--- src/rtl/ghost_motion_driver.sv ---
// ghost_motion_driver
//   Autonomous video-slot bus initiator that animates one ghost sprite. At
//   the start of every vertical blank it moves the ghost (bouncing off the
//   visible-area edges), steps an animation phase, and writes x0, y0 and
//   ctrl into the sprite core. After reset it first writes bypass = 0 and
//   then publishes the start position and ctrl without waiting for a frame.
//
// Ports
//   clk, reset_n          clock, asynchronous active-low reset
//   x, y                  frame-counter pixel coordinates
//   enable                motion enable (frame triggers ignored when low)
//   speed_x, speed_y      pixels moved per frame (0 = hold)
//   ctrl_base             ctrl value; bit 0 replaced by animation phase
//   bus_req / bus_gnt     video-slot bus request / grant
//   cs, write             video-slot strobes (combinational from bus_gnt)
//   addr, wr_data         video-slot address / write data
//   busy                  high whenever the FSM is not idle
//   overrun               sticky: a frame trigger arrived while busy
module ghost_motion_driver #(
  parameter int unsigned H_ACTIVE    = 640,
  parameter int unsigned V_ACTIVE    = 480,
  parameter int unsigned SPRITE_W    = 16,
  parameter int unsigned SPRITE_H    = 16,
  parameter int unsigned START_X     = 100,
  parameter int unsigned START_Y     = 200,
  parameter int unsigned ANIM_FRAMES = 8
) (
  input  logic        clk,
  input  logic        reset_n,
  input  logic [10:0] x,
  input  logic [10:0] y,
  input  logic        enable,
  input  logic [2:0]  speed_x,
  input  logic [2:0]  speed_y,
  input  logic [4:0]  ctrl_base,
  output logic        bus_req,
  input  logic        bus_gnt,
  output logic        cs,
  output logic        write,
  output logic [13:0] addr,
  output logic [31:0] wr_data,
  output logic        busy,
  output logic        overrun
);

  localparam logic [11:0] X_MAX = 12'(H_ACTIVE - SPRITE_W);
  localparam logic [11:0] Y_MAX = 12'(V_ACTIVE - SPRITE_H);

  localparam int unsigned   CNT_W    = (ANIM_FRAMES > 1) ? $clog2(ANIM_FRAMES) : 1;
  localparam logic [CNT_W-1:0] CNT_LAST = CNT_W'(ANIM_FRAMES - 1);

  localparam logic [13:0] ADDR_BYP  = 14'h2000;
  localparam logic [13:0] ADDR_X0   = 14'h2001;
  localparam logic [13:0] ADDR_Y0   = 14'h2002;
  localparam logic [13:0] ADDR_CTRL = 14'h2003;

  typedef enum logic [2:0] {
    ST_INIT_BYP,
    ST_WR_X,
    ST_WR_Y,
    ST_WR_C,
    ST_IDLE,
    ST_UPDATE
  } state_e;

  state_e           state_q,     state_d;
  logic [10:0]      x_pos_q,     x_pos_d;
  logic [10:0]      y_pos_q,     y_pos_d;
  logic             dir_x_q,     dir_x_d;
  logic             dir_y_q,     dir_y_d;
  logic             anim_ph_q,   anim_ph_d;
  logic [CNT_W-1:0] frame_cnt_q, frame_cnt_d;
  logic             cond_q,      cond_d;
  logic             overrun_q,   overrun_d;

  logic cond;
  logic trig;
  logic wr_slot;

  // One axis of bouncing motion. Returns {dir, pos}. Comparisons use 12-bit
  // operands so pos + speed can never wrap. A zero speed holds both position
  // and direction, even in the corner case of sitting exactly on a wall.
  function automatic logic [11:0] axis_step(
    input logic [10:0] pos,
    input logic        dir,
    input logic [2:0]  spd,
    input logic [11:0] lim
  );
    logic [11:0] pos_w;
    logic [11:0] spd_w;
    logic [11:0] sum;
    pos_w     = {1'b0, pos};
    spd_w     = {9'd0, spd};
    sum       = pos_w + spd_w;
    axis_step = {dir, pos};
    if (spd != 3'd0) begin
      if (!dir) begin
        if (sum >= lim) axis_step = {1'b1, lim[10:0]};
        else            axis_step = {1'b0, sum[10:0]};
      end else begin
        if (pos_w <= spd_w) axis_step = {1'b0, 11'd0};
        else                axis_step = {1'b1, pos - {8'd0, spd}};
      end
    end
  endfunction

  // Rising edge of the start-of-vblank condition: one trigger per frame no
  // matter how many clocks a pixel lasts.
  assign cond = (x == 11'd0) && (y == 11'(V_ACTIVE));
  assign trig = cond & ~cond_q;

  always_comb begin
    state_d     = state_q;
    x_pos_d     = x_pos_q;
    y_pos_d     = y_pos_q;
    dir_x_d     = dir_x_q;
    dir_y_d     = dir_y_q;
    anim_ph_d   = anim_ph_q;
    frame_cnt_d = frame_cnt_q;
    cond_d      = cond;
    overrun_d   = overrun_q;

    if (trig && (state_q != ST_IDLE)) overrun_d = 1'b1;

    case (state_q)
      ST_INIT_BYP: if (bus_gnt) state_d = ST_WR_X;
      ST_WR_X:     if (bus_gnt) state_d = ST_WR_Y;
      ST_WR_Y:     if (bus_gnt) state_d = ST_WR_C;
      ST_WR_C:     if (bus_gnt) state_d = ST_IDLE;
      ST_IDLE:     if (trig && enable) state_d = ST_UPDATE;
      ST_UPDATE: begin
        {dir_x_d, x_pos_d} = axis_step(x_pos_q, dir_x_q, speed_x, X_MAX);
        {dir_y_d, y_pos_d} = axis_step(y_pos_q, dir_y_q, speed_y, Y_MAX);
        if (frame_cnt_q == CNT_LAST) begin
          frame_cnt_d = '0;
          anim_ph_d   = ~anim_ph_q;
        end else begin
          frame_cnt_d = frame_cnt_q + 1'b1;
        end
        state_d = ST_WR_X;
      end
      default: state_d = ST_INIT_BYP;
    endcase
  end

  always_ff @(posedge clk or negedge reset_n) begin
    if (!reset_n) begin
      state_q     <= ST_INIT_BYP;
      x_pos_q     <= 11'(START_X);
      y_pos_q     <= 11'(START_Y);
      dir_x_q     <= 1'b0;
      dir_y_q     <= 1'b0;
      anim_ph_q   <= 1'b0;
      frame_cnt_q <= '0;
      cond_q      <= 1'b0;
      overrun_q   <= 1'b0;
    end else begin
      state_q     <= state_d;
      x_pos_q     <= x_pos_d;
      y_pos_q     <= y_pos_d;
      dir_x_q     <= dir_x_d;
      dir_y_q     <= dir_y_d;
      anim_ph_q   <= anim_ph_d;
      frame_cnt_q <= frame_cnt_d;
      cond_q      <= cond_d;
      overrun_q   <= overrun_d;
    end
  end

  // Bus side. The FSM rests in INIT_BYP during reset, so the slot outputs
  // are also qualified by reset_n to keep the bus quiet until release.
  always_comb begin
    wr_slot = 1'b0;
    addr    = '0;
    wr_data = '0;
    case (state_q)
      ST_INIT_BYP: begin
        wr_slot = 1'b1;
        addr    = ADDR_BYP;
      end
      ST_WR_X: begin
        wr_slot = 1'b1;
        addr    = ADDR_X0;
        wr_data = {21'd0, x_pos_q};
      end
      ST_WR_Y: begin
        wr_slot = 1'b1;
        addr    = ADDR_Y0;
        wr_data = {21'd0, y_pos_q};
      end
      ST_WR_C: begin
        wr_slot = 1'b1;
        addr    = ADDR_CTRL;
        wr_data = {27'd0, ctrl_base[4:1], anim_ph_q};
      end
      default: ;
    endcase
    if (!reset_n) begin
      wr_slot = 1'b0;
      addr    = '0;
      wr_data = '0;
    end
    bus_req = wr_slot;
    cs      = wr_slot & bus_gnt;
    write   = wr_slot & bus_gnt;
  end

  assign busy    = (state_q != ST_IDLE);
  assign overrun = overrun_q;

endmodule

--- config.mk ---
export PLATFORM = sky130hd
export DESIGN_NAME = ghost_motion_driver
export DESIGN_NICKNAME = d
export VERILOG_FILES = /design/src/rtl/ghost_motion_driver.sv
export SDC_FILE = /design/constraint.sdc
export NUM_CORES = 1
export LEC_CHECK = 0
export BUFFER_PORTS_ARGS = -buffer_cell sky130_fd_sc_hd__buf_2
export CAP_MARGIN = 0
export CORE_ASPECT_RATIO = 0.8
export CORE_MARGIN = 2
export CORE_UTILIZATION = 55
export CTS_CLUSTER_DIAMETER = 40
export DETAILED_ROUTE_END_ITERATION = 10
export GPL_ROUTABILITY_DRIVEN = 1
export MAX_ROUTING_LAYER = met4
export PLACE_DENSITY_LB_ADDON = 0.12
export SYNTH_ARGS = -nofsm -noshare
export SYNTH_HDL_FRONTEND = slang
export SYNTH_SLANG_ARGS = --single-unit
--- constraint.sdc ---
create_clock -name clk -period 5.5 [get_ports clk]
set_input_delay 0.825 -clock clk [delete_from_list [all_inputs] [get_ports clk]]
set_output_delay 0.825 -clock clk [all_outputs]
set_load 0.005 [all_outputs]
==> results of run 1 <==
kinds of logic (layout without fill, tap and decap cells):
family	after synthesis	after routing
and+or+nand+nor	152	152
AOI/OAI and AO/OA	123	123
buffers and inverters	83	86
DFF	33	33
adders and majority gates	18	18
xor gates and xnor gates	9	9
muxes	6	6
other	1	32
stage by stage:
step	cells	power [mW]	util	worst slack [ns]	hold WS, ns
2_1_floorplan	456	1.270	-	2.490	0.4460
3_3_place_gp	532	1.457	0.5911	1.758	0.4468
3_5_place_dp	532	1.483	0.5911	1.719	0.4491
4_1_cts	540	1.731	0.6108	2.005	0.4712
5_1_grt	540	1.880	0.6108	1.733	0.4811
6_report	540	1.741	0.6108	1.881	0.4695
worst reg2reg max path: stages, from the launching register on:
cell                      delay [ns]
sky130_fd_sc_hd__dfrtp_1        0.45
sky130_fd_sc_hd__ha_1           0.36
sky130_fd_sc_hd__nor2b_1        0.15
sky130_fd_sc_hd__o21ai_0        0.49
sky130_fd_sc_hd__a32oi_1        0.19
sky130_fd_sc_hd__o41ai_2        0.94
sky130_fd_sc_hd__nor2_1         0.19
sky130_fd_sc_hd__o31ai_1        0.28
sky130_fd_sc_hd__a31oi_1        0.11
Yosys cell counts (5+ instances only):
cell type / number
sky130_fd_sc_hd__nor2_1: 36
sky130_fd_sc_hd__nor3_1: 16
sky130_fd_sc_hd__nor4_1: 7
sky130_fd_sc_hd__o21a_1: 8
sky130_fd_sc_hd__dfstp_2: 6
sky130_fd_sc_hd__a22oi_1: 11
sky130_fd_sc_hd__nand2_1: 30
sky130_fd_sc_hd__xnor2_1: 7
sky130_fd_sc_hd__nand3_1: 8
sky130_fd_sc_hd__a21oi_1: 12
sky130_fd_sc_hd__dfrtp_1: 27
sky130_fd_sc_hd__o21ai_0: 31
sky130_fd_sc_hd__nand2b_1: 8
sky130_fd_sc_hd__ha_1: 14
sky130_fd_sc_hd__buf_4: 35
sky130_fd_sc_hd__nand4_1: 6
sky130_fd_sc_hd__inv_1: 23
sky130_fd_sc_hd__nor2b_1: 8
sky130_fd_sc_hd__buf_2: 5
sky130_fd_sc_hd__a31oi_1: 8
sky130_fd_sc_hd__and2_1: 6
sky130_fd_sc_hd__clkbuf_1: 17
worst max path at each step:
stage                                  end  cells past startpoint  slack, ns        from
finish              x_pos_q[4]$_DFFE_PN0P_                     10       1.88  speed_x[1]
global route        x_pos_q[4]$_DFFE_PN0P_                     10       1.73  speed_x[1]
CTS                 x_pos_q[4]$_DFFE_PN0P_                     10       2.01  speed_x[1]
detailed placement  x_pos_q[4]$_DFFE_PN0P_                     10       1.72  speed_x[1]
global placement    x_pos_q[4]$_DFFE_PN0P_                     10       1.76  speed_x[1]
floorplan           x_pos_q[0]$_DFFE_PN0P_                     11       2.49  speed_x[2]
power groups by stage:
stage               Combinational [mW]  Sequential (mW)  Clock (mW)
CTS                              0.932            0.551       0.247
detailed placement               0.928            0.556           0
floorplan                        0.851            0.418           0
global placement                 0.905            0.553           0
finish                           0.943            0.556       0.242
global route                      1.05            0.580       0.253
cell type report:
class / instances / share of cell area
timing repair buffer: 55 / 0.07692
inverter: 23 / 0.02391
clock buffer: 7 / 0.02391
clock inverter: 1 / 0.008316
multi-input combinational: 340 / 0.6081
sequential: 33 / 0.2308
tap: 81 / 0.02807
flip-flops by register name, indices dropped and copies added, names as in the netlist:
name and count:
anim_ph_q 1, cond_q 1, dir_x_q 1, dir_y_q 1
frame_cnt_q 3, overrun 1, state_q 3, x_pos_q 11
y_pos_q 11
metal layers:
metal  track usage  part of all wire  vias to the layer above  wire, um
li1              -                 -                     1536         -
met1        0.3617              0.46                     1456      3880
met2        0.3791              0.45                      165      3756
met3       0.04255             0.085                        4       713
met4       0.07576            0.0088                        0        74
met5             -                 0                        -         0
==> impl_summary.md, run 1 <==
Finish
The growth of design area from synthesis to finish is 6.928%. The post-route standard cell area excluding fillers is 3611 sq um. Of the cells placed in the final design, the portion with a size suffix greater than 1 is 0.2026.

The number of nets in the layout is 513. The most frequent standard cell in the layout excluding fill and tap cells is sky130_fd_sc_hd__buf_2. The register area is 833.3 sq um. The repair_antennas step left the layout with diodes totalling 0.

The library cells used most frequently in the layout, excluding fill and tap cells, are sky130_fd_sc_hd__buf_2, sky130_fd_sc_hd__nor2_1, sky130_fd_sc_hd__conb_1, sky130_fd_sc_hd__o21ai_0, sky130_fd_sc_hd__nand2_1. The fill cell total of the finished layout is 551. The multi-input combinational cell area is 2196 sq um.

Outcome
The flow ran to the end, and the final reports show no timing, DRC or antenna violations.

GRT
The total congestion overflow is 0. Entering global routing, the biggest net connects 35 pins. The first global-routing pass estimated 13.21 mm of wire.

The number of antenna violations at the first check in global routing is 0. The global-route usage over all layers is 0.2558. The number of global-route vias before repair was 2624.

Run
Max-cap violations in this run came to 0.

Yosys
Of the total synthesized cell area, the portion taken by full adders, half adders and majority gates is 0.07558. The synthesized-area fraction occupied by and/or/nand/nor cells is 0.2379. Of the total synthesized cell area, the portion taken by XOR and XNOR cells is 0.02334.

A synthesized cell averages 7.946 sq um. Synthesis produced 425 cells. After synthesis, the netlist uses 76 different library cells. The dominant combinational cell family by area after synthesis is compound AO/OA/AOI/OAI gates. Sorting the synthesized cells by area gives the leading types as sky130_fd_sc_hd__dfrtp_1, sky130_fd_sc_hd__buf_4, sky130_fd_sc_hd__ha_1. The synthesized design contains 33 register bits. In this run, synthesis inferred 0 flip-flops with an integrated enable. The top-area cell type share of the netlist area is 0.2001. The sequential area share after synthesis is 0.2468. After synthesis, the share of cell area in mux cells is 0.01927. The biggest area consumer among synthesized cells is sky130_fd_sc_hd__dfrtp_1. The area fraction in compound gates after synthesis was 0.2586. In the synthesized netlist the async set-or-reset flop fraction comes to 1.000. The yosys synthesis warning count is 0. For this run, the leading register cell type out of synthesis is sky130_fd_sc_hd__dfrtp_1. The cell area after technology mapping is 3377 sq um.

Pwr
The standby leakage power is 1.581 nW. The sequential cell fraction of total power is 0.320. The share of total power dissipated in combinational logic is 0.542. The internal portion of the total power is 898.5 uW. The ratio of total power to cell area is 482.3 nW/um^2. Summed over all nets, the switching power comes to 843.0 uW. Across the VDD grid, the largest voltage drop is 0.0002242 V.

The net switching share of the total power is 0.4841. Of the total power, the clock network draws 0.139.

Timing
The clock skew after layout is 0.008104 ns. The final-report hold violation count came to 0. The total setup violations reported at the end of the flow is 0.

Headroom to the max-slew limit came out at 0.2161. The clock period minus worst slack is 3.619 ns. Static timing analysis puts the maximum clock frequency at 0.2763 GHz. The number of pins with negative max-slew slack in the final report is 0. Setup repair after global routing left no endpoint under its margin.

The actual slew at the worst max-slew pin is 1.172 ns. The summed negative setup slack over all endpoints is 0 ns. The final cycle utilization of the critical path is 0.6580.

Clocking
The maximum buffer depth of the clock tree is 2. The maximum level of the CTS H-tree is 2. The number of clock sinks seen by CTS is 33.

TritonCTS built the clock tree. Hold repair after CTS inserted 0 buffers. The clock reaches the later pin of the worst-skew pair after 0.29 ns. The number of buffers inserted to repair setup after CTS is 0.

Post-CTS repair changed the size of 0 cells. In this run, CTS created clock tree buffers numbering 5. The clock-pin transition on the worst setup and hold timing paths is 0.07 ns. CTS placed an instance of sky130_fd_sc_hd__clkbuf_8 at the clock tree root.

Routing
The via count is 3161. The final wirelength is 8.424 mm. The per-cell routed wire length is 15.60 um. The length of the first detailed-routing pass in iterations is 5. After detailed routing, the number of vias per cell comes to 5.854. The iteration-0 DRC count of the detailed router is 310. The detail route stage leaves a number of antenna-violating nets equal to 0. The final routed DRC violation total is 0.

Worst hold path
The end of the worst hold path is overrun$_DFFE_PN0P_. The startpoint identified for the worst hold timing path is overrun$_DFFE_PN0P_. Counting instances, the worst hold path has a depth of 1. The worst hold path belongs to the class reg2reg.

Die
The die boundary width is 91.61 um. For this configuration, the core starts out at a cell density of 0.5712. The die span in y is 74.09 um. The floorplan die area is 6787 sq um. The core outline area is 5912 sq um. In this run the count of I/O pins placed on the die edge is 88.

Row generation in the floorplan step produced 25 rows.

Setup path
The number of cells on the worst reg-to-reg path is 8. Of all nets on the critical path, the largest fanout is 12. The worst setup path is of the in2reg kind.

The slowest library cell on the worst path is sky130_fd_sc_hd__o41ai_2. The worst setup path is captured at a register. The number of buffers and inverters on the critical path is 2. The signal on the critical path passes through buf_2 -> inv_1 -> ha_1 -> nor2b_1 -> o21ai_0 -> a32oi_1 -> o41ai_2 -> nor2_1 -> o31ai_1 -> a31oi_1. STA classifies the critical path startpoint as an input pin. Grouping stages by cell kind, the critical path spends the most delay in compound AO/OA/AOI/OAI gates. The largest stage delay on the critical path is 0.94 ns.

The worst register-to-register path ends at x_pos_q[4]$_DFFE_PN0P_. The beginning of the worst register-to-register path is x_pos_q[1]$_DFFE_PN0P_. The setup slack of the most critical reg-to-reg path is 2.16 ns. Data on the critical path arrives at its endpoint at 3.74 ns. The endpoint required time on the critical path is 5.62 ns.

Place
The half-perimeter wire length of the detailed placement result is 6.372 mm. The placer's final routability congestion estimate is 0.9267. The total of buffers placed on input and output ports is 54.

The cell area reported after detailed placement is 3495 sq um.
Note: power is estimated with default switching activity, not from simulation.
==> run 2, diff against run 1 <==
- ABC_AREA: unset -> 1
- clock period: 5.5 -> 3.76 ns (I/O delays scaled with it)
==> run 2 against run 1 <==
Against the previous run: highest routed layer unchanged; critical path type is now reg2out; total power increased by 59%; register-to-register slack got worse by 0.66 ns; largest power group unchanged; largest cell class unchanged; synthesized cell count increased by 21%.
==> impl_summary.md, run 2 <==
Routing
The iteration-0 DRC count of the detailed router was 267 (-14%). The sum of routed wire segments on met1 was 4.309 mm (+11%). The average via count per standard cell is 5.280 (-9.8%). The final wirelength is 8.873 mm (+5.3%).

In this run the top signal layer used is met4. The remaining number of nets flagged by the antenna check after routing is 0 (unchanged). The detailed route wirelength on metal2 is 3.734 mm (-0.59%). The per-cell routed wire length was 13.74 um (-12%). The via count is 3411 (+7.9%). The length of the first detailed-routing pass in iterations was 4 (-1). The routed length on met3 came to 755 um (+5.9%).

The final routed DRC violation total is 0 (unchanged).

Finish
The most frequent standard cell in the layout excluding fill and tap cells is sky130_fd_sc_hd__nand2_1. The fraction of layout instances using a drive strength above 1 is 0.2195 (+0.01685). The number of cells in the finished layout apart from fillers is 646 (+20%). The register area is 833.3 sq um (unchanged). The fill cell total of the finished layout was 575 (+4.4%). The area growth from synthesis to layout is 7.681%.

The post-layout utilization of the core is 0.6247 (+0.01387). The library cells used most frequently in the layout, excluding fill and tap cells, are sky130_fd_sc_hd__nand2_1, sky130_fd_sc_hd__nor2_1, sky130_fd_sc_hd__inv_1, sky130_fd_sc_hd__buf_2, sky130_fd_sc_hd__a21oi_1. The number of antenna repair diodes is 0 (unchanged).

The number of nets in the layout is 619 (+21%). The multi-input combinational cell area is 2213 sq um (+0.80%). The largest registers in the layout are x_pos_q: 11 flops, y_pos_q: 11 flops.

Clocking
The CTS tree is done. The maximum level of the CTS H-tree is 2 (unchanged). The number of hold-repair buffers added at the cts stage was 0 (unchanged). The maximum buffer depth of the clock tree is 2 (unchanged). The clock-pin transition on the worst setup and hold timing paths is 0.08 ns (about the same). In this run the clock root is driven by a sky130_fd_sc_hd__clkbuf_8. The clock latency of the later-clocked register in the worst-skew pair is 0.29 ns (about the same). The number of resized instances in the post-cts repair step came to 0 (unchanged). The number of clock sinks seen by CTS is 33 (unchanged).

The number of buffers inserted to repair setup after CTS was 0 (unchanged). The number of buffers created by CTS is 5 (unchanged).

Yosys
The register bit count reported by yosys is 33 (unchanged). Sorting the synthesized cells by area gives the leading types as sky130_fd_sc_hd__dfrtp_1, sky130_fd_sc_hd__nand2_1, sky130_fd_sc_hd__buf_4. The number of instances in the synthesized netlist is 516 (+21%). The yosys synthesis warning count was 0 (unchanged). The cell area after technology mapping is 3502 sq um (+3.7%). The biggest area consumer among synthesized cells is sky130_fd_sc_hd__dfrtp_1. Sorting the synthesized cells by how often they occur yields sky130_fd_sc_hd__nand2_1, sky130_fd_sc_hd__nor2_1, sky130_fd_sc_hd__inv_1, sky130_fd_sc_hd__buf_4, sky130_fd_sc_hd__a21oi_1. The share of synthesized flip-flops with an asynchronous set or reset is 1.000 (unchanged). The sequential area share after synthesis was 0.2379 (-0.008816). The unique cell type count in the Yosys netlist came to 48 (-37%).

The number of enable-type register cells in the synthesized netlist is 0 (unchanged). The top-area cell type share of the netlist area is 0.1929 (-0.007148). The mean area per synthesized cell came to 6.787 sq um (-15%).

In the post-synthesis netlist, the cell with the most instances is sky130_fd_sc_hd__nand2_1. The primary flip-flop cell chosen by synthesis mapping is sky130_fd_sc_hd__dfrtp_1.

Setup path
The endpoint required time on the critical path is 3.20 ns (-2.42 ns). The worst-path maximum fanout is 10 (-2). The setup path with the least slack is of type reg2out.

The data arrival at the endpoint of the critical path is 2.05 ns (-1.69 ns). STA classifies the critical path endpoint as an output pin. STA classifies the critical path startpoint as a register. The number of cells on the worst reg-to-reg path is 11 (+3).

Die
The I/O pin count is 88 (unchanged). The floorplan die area came to 7026 sq um (+3.5%). The die boundary width was 93.22 um (+1.8%). The starting density of the core is 0.5801 (+0.008887). The die span in y is 75.37 um (+1.7%).

The core outline area came to 6037 sq um (+2.1%). The site row count came to 25 (unchanged).

Place
The half-perimeter wire length of the detailed placement result came to 7.163 mm (+12%). The total of buffers placed on input and output ports is 54 (unchanged). The placer's final routability congestion estimate came to 0.9983 (+7.7%). The cell count after placement is 638 (+20%).

GRT
The maximum number of pins on one net before global-route repair is 35 (unchanged). The number of antenna violations at the first check in global routing came to 0 (unchanged). The number of global-route vias before repair is 2990 (+14%). The global-route wire length before repair is 14.43 mm (+9.2%).

The total congestion overflow was 0 (unchanged). The global-route usage over all layers came to 0.2730 (+0.01721).

Outcome
The run finished with clean final reports.

Timing
The maximum clock frequency is 0.3822 GHz. The summed negative setup slack over all endpoints is 0 ns (unchanged). The final-report hold violation count is 0 (unchanged).

Setup repair after global routing left no endpoint under its margin. The clock skew after layout is 0.005160 ns (-0.002944 ns). The actual slew at the worst max-slew pin is 0.7031 ns (-0.4684 ns). The clock period minus worst slack is 2.617 ns. The worst relative slew slack is 0.5285 (+0.3124). The number of pins with negative max-slew slack in the final report is 0 (unchanged).

The final cycle utilization of the critical path is 0.6959. The total setup violations reported at the end of the flow was 0 (unchanged). The worst hold margin is 0.3006 ns (-0.1689 ns).

Worst hold path
The type of the worst min-delay path is in2async.

Run
The max-capacitance violation count is 0 (unchanged).

Pwr
The maximum VDD drop came to 0.0003410 V (+52%). The standby leakage power was 1.966 nW (+24%). The ratio of total power to cell area is 732.5 nW/um^2 (+52%).
## run 2: worst paths after layout
path | start | endpoint | slack (ns)
setup / recovery | state_q[0]$_DFFE_PN0P_ | wr_data[0] | 1.14
hold / removal | reset_n | y_pos_q[1]$_DFFE_PN0P_ | 0.30
setup reg to reg | y_pos_q[0]$_DFFE_PN0P_ | y_pos_q[8]$_DFFE_PN0P_ | 1.50
max in group asynchronous | reset_n | y_pos_q[7]$_DFFE_PN1P_ | 3.11
min in group clk | overrun$_DFFE_PN0P_ | overrun$_DFFE_PN0P_ | 0.47
hold reg to reg | overrun$_DFFE_PN0P_ | overrun$_DFFE_PN0P_ | 0.47
## run 2: where the power goes
group	internal, mW	switching, mW	total, mW
logic	0.598	1.08	1.68
registers	0.533	0.282	0.814
clock network	0.128	0.144	0.272
total	1.26	1.50	2.76
## run 2: routing by layer
layer | vias up | GRT usage
met1 | 1551 | 0.3891
met4 | 0 | 0.05392
met2 | 155 | 0.4138
li1 | 1695 | -
met3 | 10 | 0.04946
met5 | - | -
## run 2: stage by stage
stage	worst slack, ns	instance area [sq um]	total power [mW]
2_1_floorplan	1.623	3618	2.062
3_3_place_gp	1.230	3685	2.426
3_5_place_dp	1.163	3685	2.465
4_1_cts	1.151	3771	2.745
5_1_grt	0.9749	3771	3.029
6_report	1.143	3771	2.762
## run 2: area by class of cell
cell class,count,share of cell area
sequential,33,0.2210
timing repair buffer,56,0.07565
multi-input combinational,402,0.5869
inverter,66,0.06669
clock buffer,5,0.01825
tap,81,0.02687
clock inverter,3,0.004645
## run 2: cell families (layout without fill, tap and decap cells)
kind of cell             count (synthesis)  in the layout  share of synthesized area
adder cells (fa/ha/maj)                 18             18                    0.07288
other                                    1             32                   0.001071
AND/OR/NAND/NOR                        260            260                     0.3423
XOR/XNOR                                12             12                    0.03215
flip-flops                              33             33                     0.2379
buffers and inverters                  112            130                     0.1633
AO/OA/AOI/OAI                           80             80                     0.1504
## run 2: worst max-delay path, cell delays in order (launching register included)
cell	delay, ns
sky130_fd_sc_hd__dfrtp_1	0.45
sky130_fd_sc_hd__inv_1	0.11
sky130_fd_sc_hd__nor3_2	0.50
sky130_fd_sc_hd__inv_1	0.15
sky130_fd_sc_hd__nor2_1	0.15
sky130_fd_sc_hd__a221oi_1	0.07
sky130_fd_sc_hd__nor2_1	0.18
sky130_fd_sc_hd__buf_2	0.14
==> run 3, diff against run 2 <==
- ABC_AREA: 1 -> 0
- CORE_UTILIZATION: 55 -> 54
- clock period: 3.76 -> 2.7 ns (I/O delays scaled with it)
==> run 3 against run 2 <==
Against the previous run: cell count fell by 11%; critical path depth rose by 2; die area fell by 1.7%; critical path type is now reg2reg; critical endpoint is now x_pos_q[4]$_DFFE_PN0P_.
==> impl_summary.md, run 3 (same netlist as run 1, synthesis figures left out) <==
Routing
The remaining number of nets flagged by the antenna check after routing is 0 (unchanged). The final routed DRC violation total was 0 (unchanged). The iteration-0 DRC count of the detailed router is 405 (+52%). The average via count per standard cell is 5.877 (+11%). The via count is 3391 (-0.59%).

The length of the first detailed-routing pass in iterations is 5 (+1). The per-cell routed wire length is 15.94 um (+16%). The final wirelength was 9.198 mm (+3.7%).

Timing
The final-report hold violation count is 0 (unchanged). The clock skew after layout is 0.008634 ns (+0.003474 ns). The worst path needs 2.646 ns of the cycle, external delays included. The number of pins with negative max-slew slack in the final report is 0 (unchanged). For this run, the top clock speed supported by timing is 0.3779 GHz.

The worst relative slew slack is 0.6358 (+0.1074). The summed negative setup slack over all endpoints came to 0 ns (unchanged). Dividing the final minimum period by the clock period gives 0.9801. The total setup violations reported at the end of the flow is 0 (unchanged). The actual slew at the worst max-slew pin is 0.5430 ns (-0.1601 ns).

Finish
In the layout the commonest cells are sky130_fd_sc_hd__buf_2, sky130_fd_sc_hd__buf_4, sky130_fd_sc_hd__nor2_1, sky130_fd_sc_hd__conb_1. The most frequent standard cell in the layout excluding fill and tap cells is sky130_fd_sc_hd__buf_2. Relative to the synthesized area, the layout overhead comes to 17.60%. In the final layout, the registers with the most flip-flops are x_pos_q: 11 flops, y_pos_q: 11 flops. The number of nets in the layout is 550 (-11%). The fraction of layout instances using a drive strength above 1 came to 0.2883 (+0.06884).

The number of antenna repair diodes is 0 (unchanged). The post-layout utilization of the core is 0.6647 (+0.04005). The fill cell total of the finished layout came to 519 (-9.7%).

Clocking
The number of clock sinks seen by CTS came to 33 (unchanged). The maximum buffer depth of the clock tree is 2 (unchanged). The maximum level of the CTS H-tree is 2 (unchanged). The number of buffers created by CTS is 5 (unchanged). TritonCTS built the clock tree. The clock latency of the later-clocked register in the worst-skew pair is 0.30 ns (about the same). The clock-pin transition on the worst setup and hold timing paths is 0.08 ns (about the same). The clock root buffer is sky130_fd_sc_hd__clkbuf_8.

Setup path
The capturing element type of the critical path is a register. The most frequent cell on the critical path is sky130_fd_sc_hd__buf_4. The type of element launching the critical path is a register. The setup slack of the most critical reg-to-reg path is 0.05 ns (-1.45 ns).

The endpoint required time on the critical path is 2.91 ns (-0.29 ns). The terminus of the critical flop-to-flop path is x_pos_q[4]$_DFFE_PN0P_. The slowest library cell on the worst path is sky130_fd_sc_hd__dfstp_2.

The largest stage delay on the critical path is 0.54 ns (+0.04 ns). The data arrival at the endpoint of the critical path is 2.86 ns (+0.81 ns). The worst-path maximum fanout is 6 (-4). Traced cell by cell, the critical path runs through ha_1 -> or3b_4 -> buf_4 -> a311oi_2 -> xnor2_1 -> a21oi_2 -> o21ai_4 -> buf_4 -> a31oi_1. The type of the setup path with the least slack is reg2reg. The number of cells on the worst reg-to-reg path is 9 (-2). The worst register-to-register path begins at x_pos_q[2]$_DFFE_PN1P_.

Place
The half-perimeter wire length of the detailed placement result came to 6.835 mm (-4.6%). The placer's final routability congestion estimate was 0.9493 (-4.9%). The total of buffers placed on input and output ports is 54 (unchanged).

Die
The starting density of the core is 0.5652 (-0.01487). The I/O pin count is 88 (unchanged). The die span in y was 74.73 um (-0.85%).

The site row count came to 25 (unchanged). The floorplan die area is 6906 sq um (-1.7%). The core outline area came to 5974 sq um (-1.0%). The die boundary width was 92.42 um (-0.86%).

Pwr
The sequential cell fraction of total power is 0.272 (-0.023). The combinational share of power is 0.616 (+0.009). The net switching component of the power came to 1.862 mW (+24%). The ratio of total power to cell area came to 978.6 nW/um^2 (+34%). The total internal power is 2.024 mW (+61%).

The maximum VDD drop is 0.0005256 V (+54%). The proportion of power drawn by the clock network is 0.112 (+0.014). The standby leakage power is 1.766 nW (-10%). The net switching share of the total power was 0.4792 (-0.06543).

GRT
The maximum number of pins on one net before global-route repair is 34 (-2.9%). The number of global-route vias before repair is 3100 (+3.7%). The total congestion overflow is 0 (unchanged). The number of antenna violations at the first check in global routing came to 0 (unchanged). The global-route wire length before repair is 14.67 mm (+1.6%).

The global-route usage over all layers is 0.2770 (+0.004005).

Outcome
The flow ran to the end, and the final reports show no timing, DRC or antenna violations.

Run
The max-capacitance violation count came to 0 (unchanged).

Worst hold path
The min-delay analysis places its worst path in the category in2async.
run 3: power by group through the flow:
stage,clock network [mW],registers [mW],logic [mW]
6_report,0.435,1.06,2.39
5_1_grt,0.458,1.10,2.66
4_1_cts,0.436,1.04,2.27
3_5_place_dp,0,1.05,2.25
3_3_place_gp,0,1.04,2.20
2_1_floorplan,0,0.852,1.73
run 3: worst max-delay path by stage:
stage	slack [ns]	from	to
floorplan	0.07	x_pos_q[2]$_DFFE_PN1P_	x_pos_q[0]$_DFFE_PN0P_
global placement	-0.07	speed_x[0]	x_pos_q[0]$_DFFE_PN0P_
detailed placement	-0.16	speed_x[0]	x_pos_q[5]$_DFFE_PN1P_
CTS	0.05	x_pos_q[0]$_DFFE_PN0P_	x_pos_q[5]$_DFFE_PN1P_
global route	-0.08	x_pos_q[2]$_DFFE_PN1P_	dir_x_q$_DFFE_PN0P_
finish	0.05	x_pos_q[2]$_DFFE_PN1P_	x_pos_q[4]$_DFFE_PN0P_
run 3: through the flow:
| step | hold slack [ns] | setup WS (ns) | area, sq um | instances | power (mW) |
|---|---|---|---|---|---|
| 6_report | 0.2005 | 0.05383 | 3971 | 577 | 3.886 |
| 5_1_grt | 0.2443 | -0.08196 | 3971 | 577 | 4.216 |
| 4_1_cts | 0.2167 | 0.05377 | 3857 | 574 | 3.744 |
| 3_5_place_dp | 0.4449 | -0.1550 | 3750 | 566 | 3.302 |
| 3_3_place_gp | 0.4448 | -0.06503 | 3750 | 566 | 3.239 |
| 2_1_floorplan | 0.1094 | 0.06630 | 3493 | 456 | 2.587 |
run 3: per-layer routing:
| layer | global-route usage | share of wire |
|---|---|---|
| met1 | 0.3846 | 0.46 |
| met5 | - | 0 |
| met4 | 0.08624 | 0.023 |
| met3 | 0.03904 | 0.077 |
| met2 | 0.4242 | 0.44 |
run 3: area by class of cell:
class                      instances  area (sq um)  share of cell area
clock buffer                       7         96.34             0.02426
sequential                        33         833.3              0.2098
multi-input combinational        340          2293              0.5775
clock inverter                     1         5.005            0.001260
tap                               81         101.3             0.02552
inverter                          23         86.33             0.02174
timing repair buffer              92         555.5              0.1399
run 3: worst max-delay path: cells and delay by family, from the launching register on:
kind            cells  cell delay, ns
compound gates      4            0.79
flops               1            0.54
simple gates        1            0.43
buf+inv             2            0.30
fa+ha+maj           1            0.29
xor+xnor            1            0.21
run 3: what timing repair did:
item / in CTS / in global routing
buffers inserted: 0 / 3
pin swaps: 0 / 5
hold buffers: 0 / 0
hold endpoints to repair: 0 / 0
setup endpoints to repair: 4 / 17
resized for setup: 1 / 18
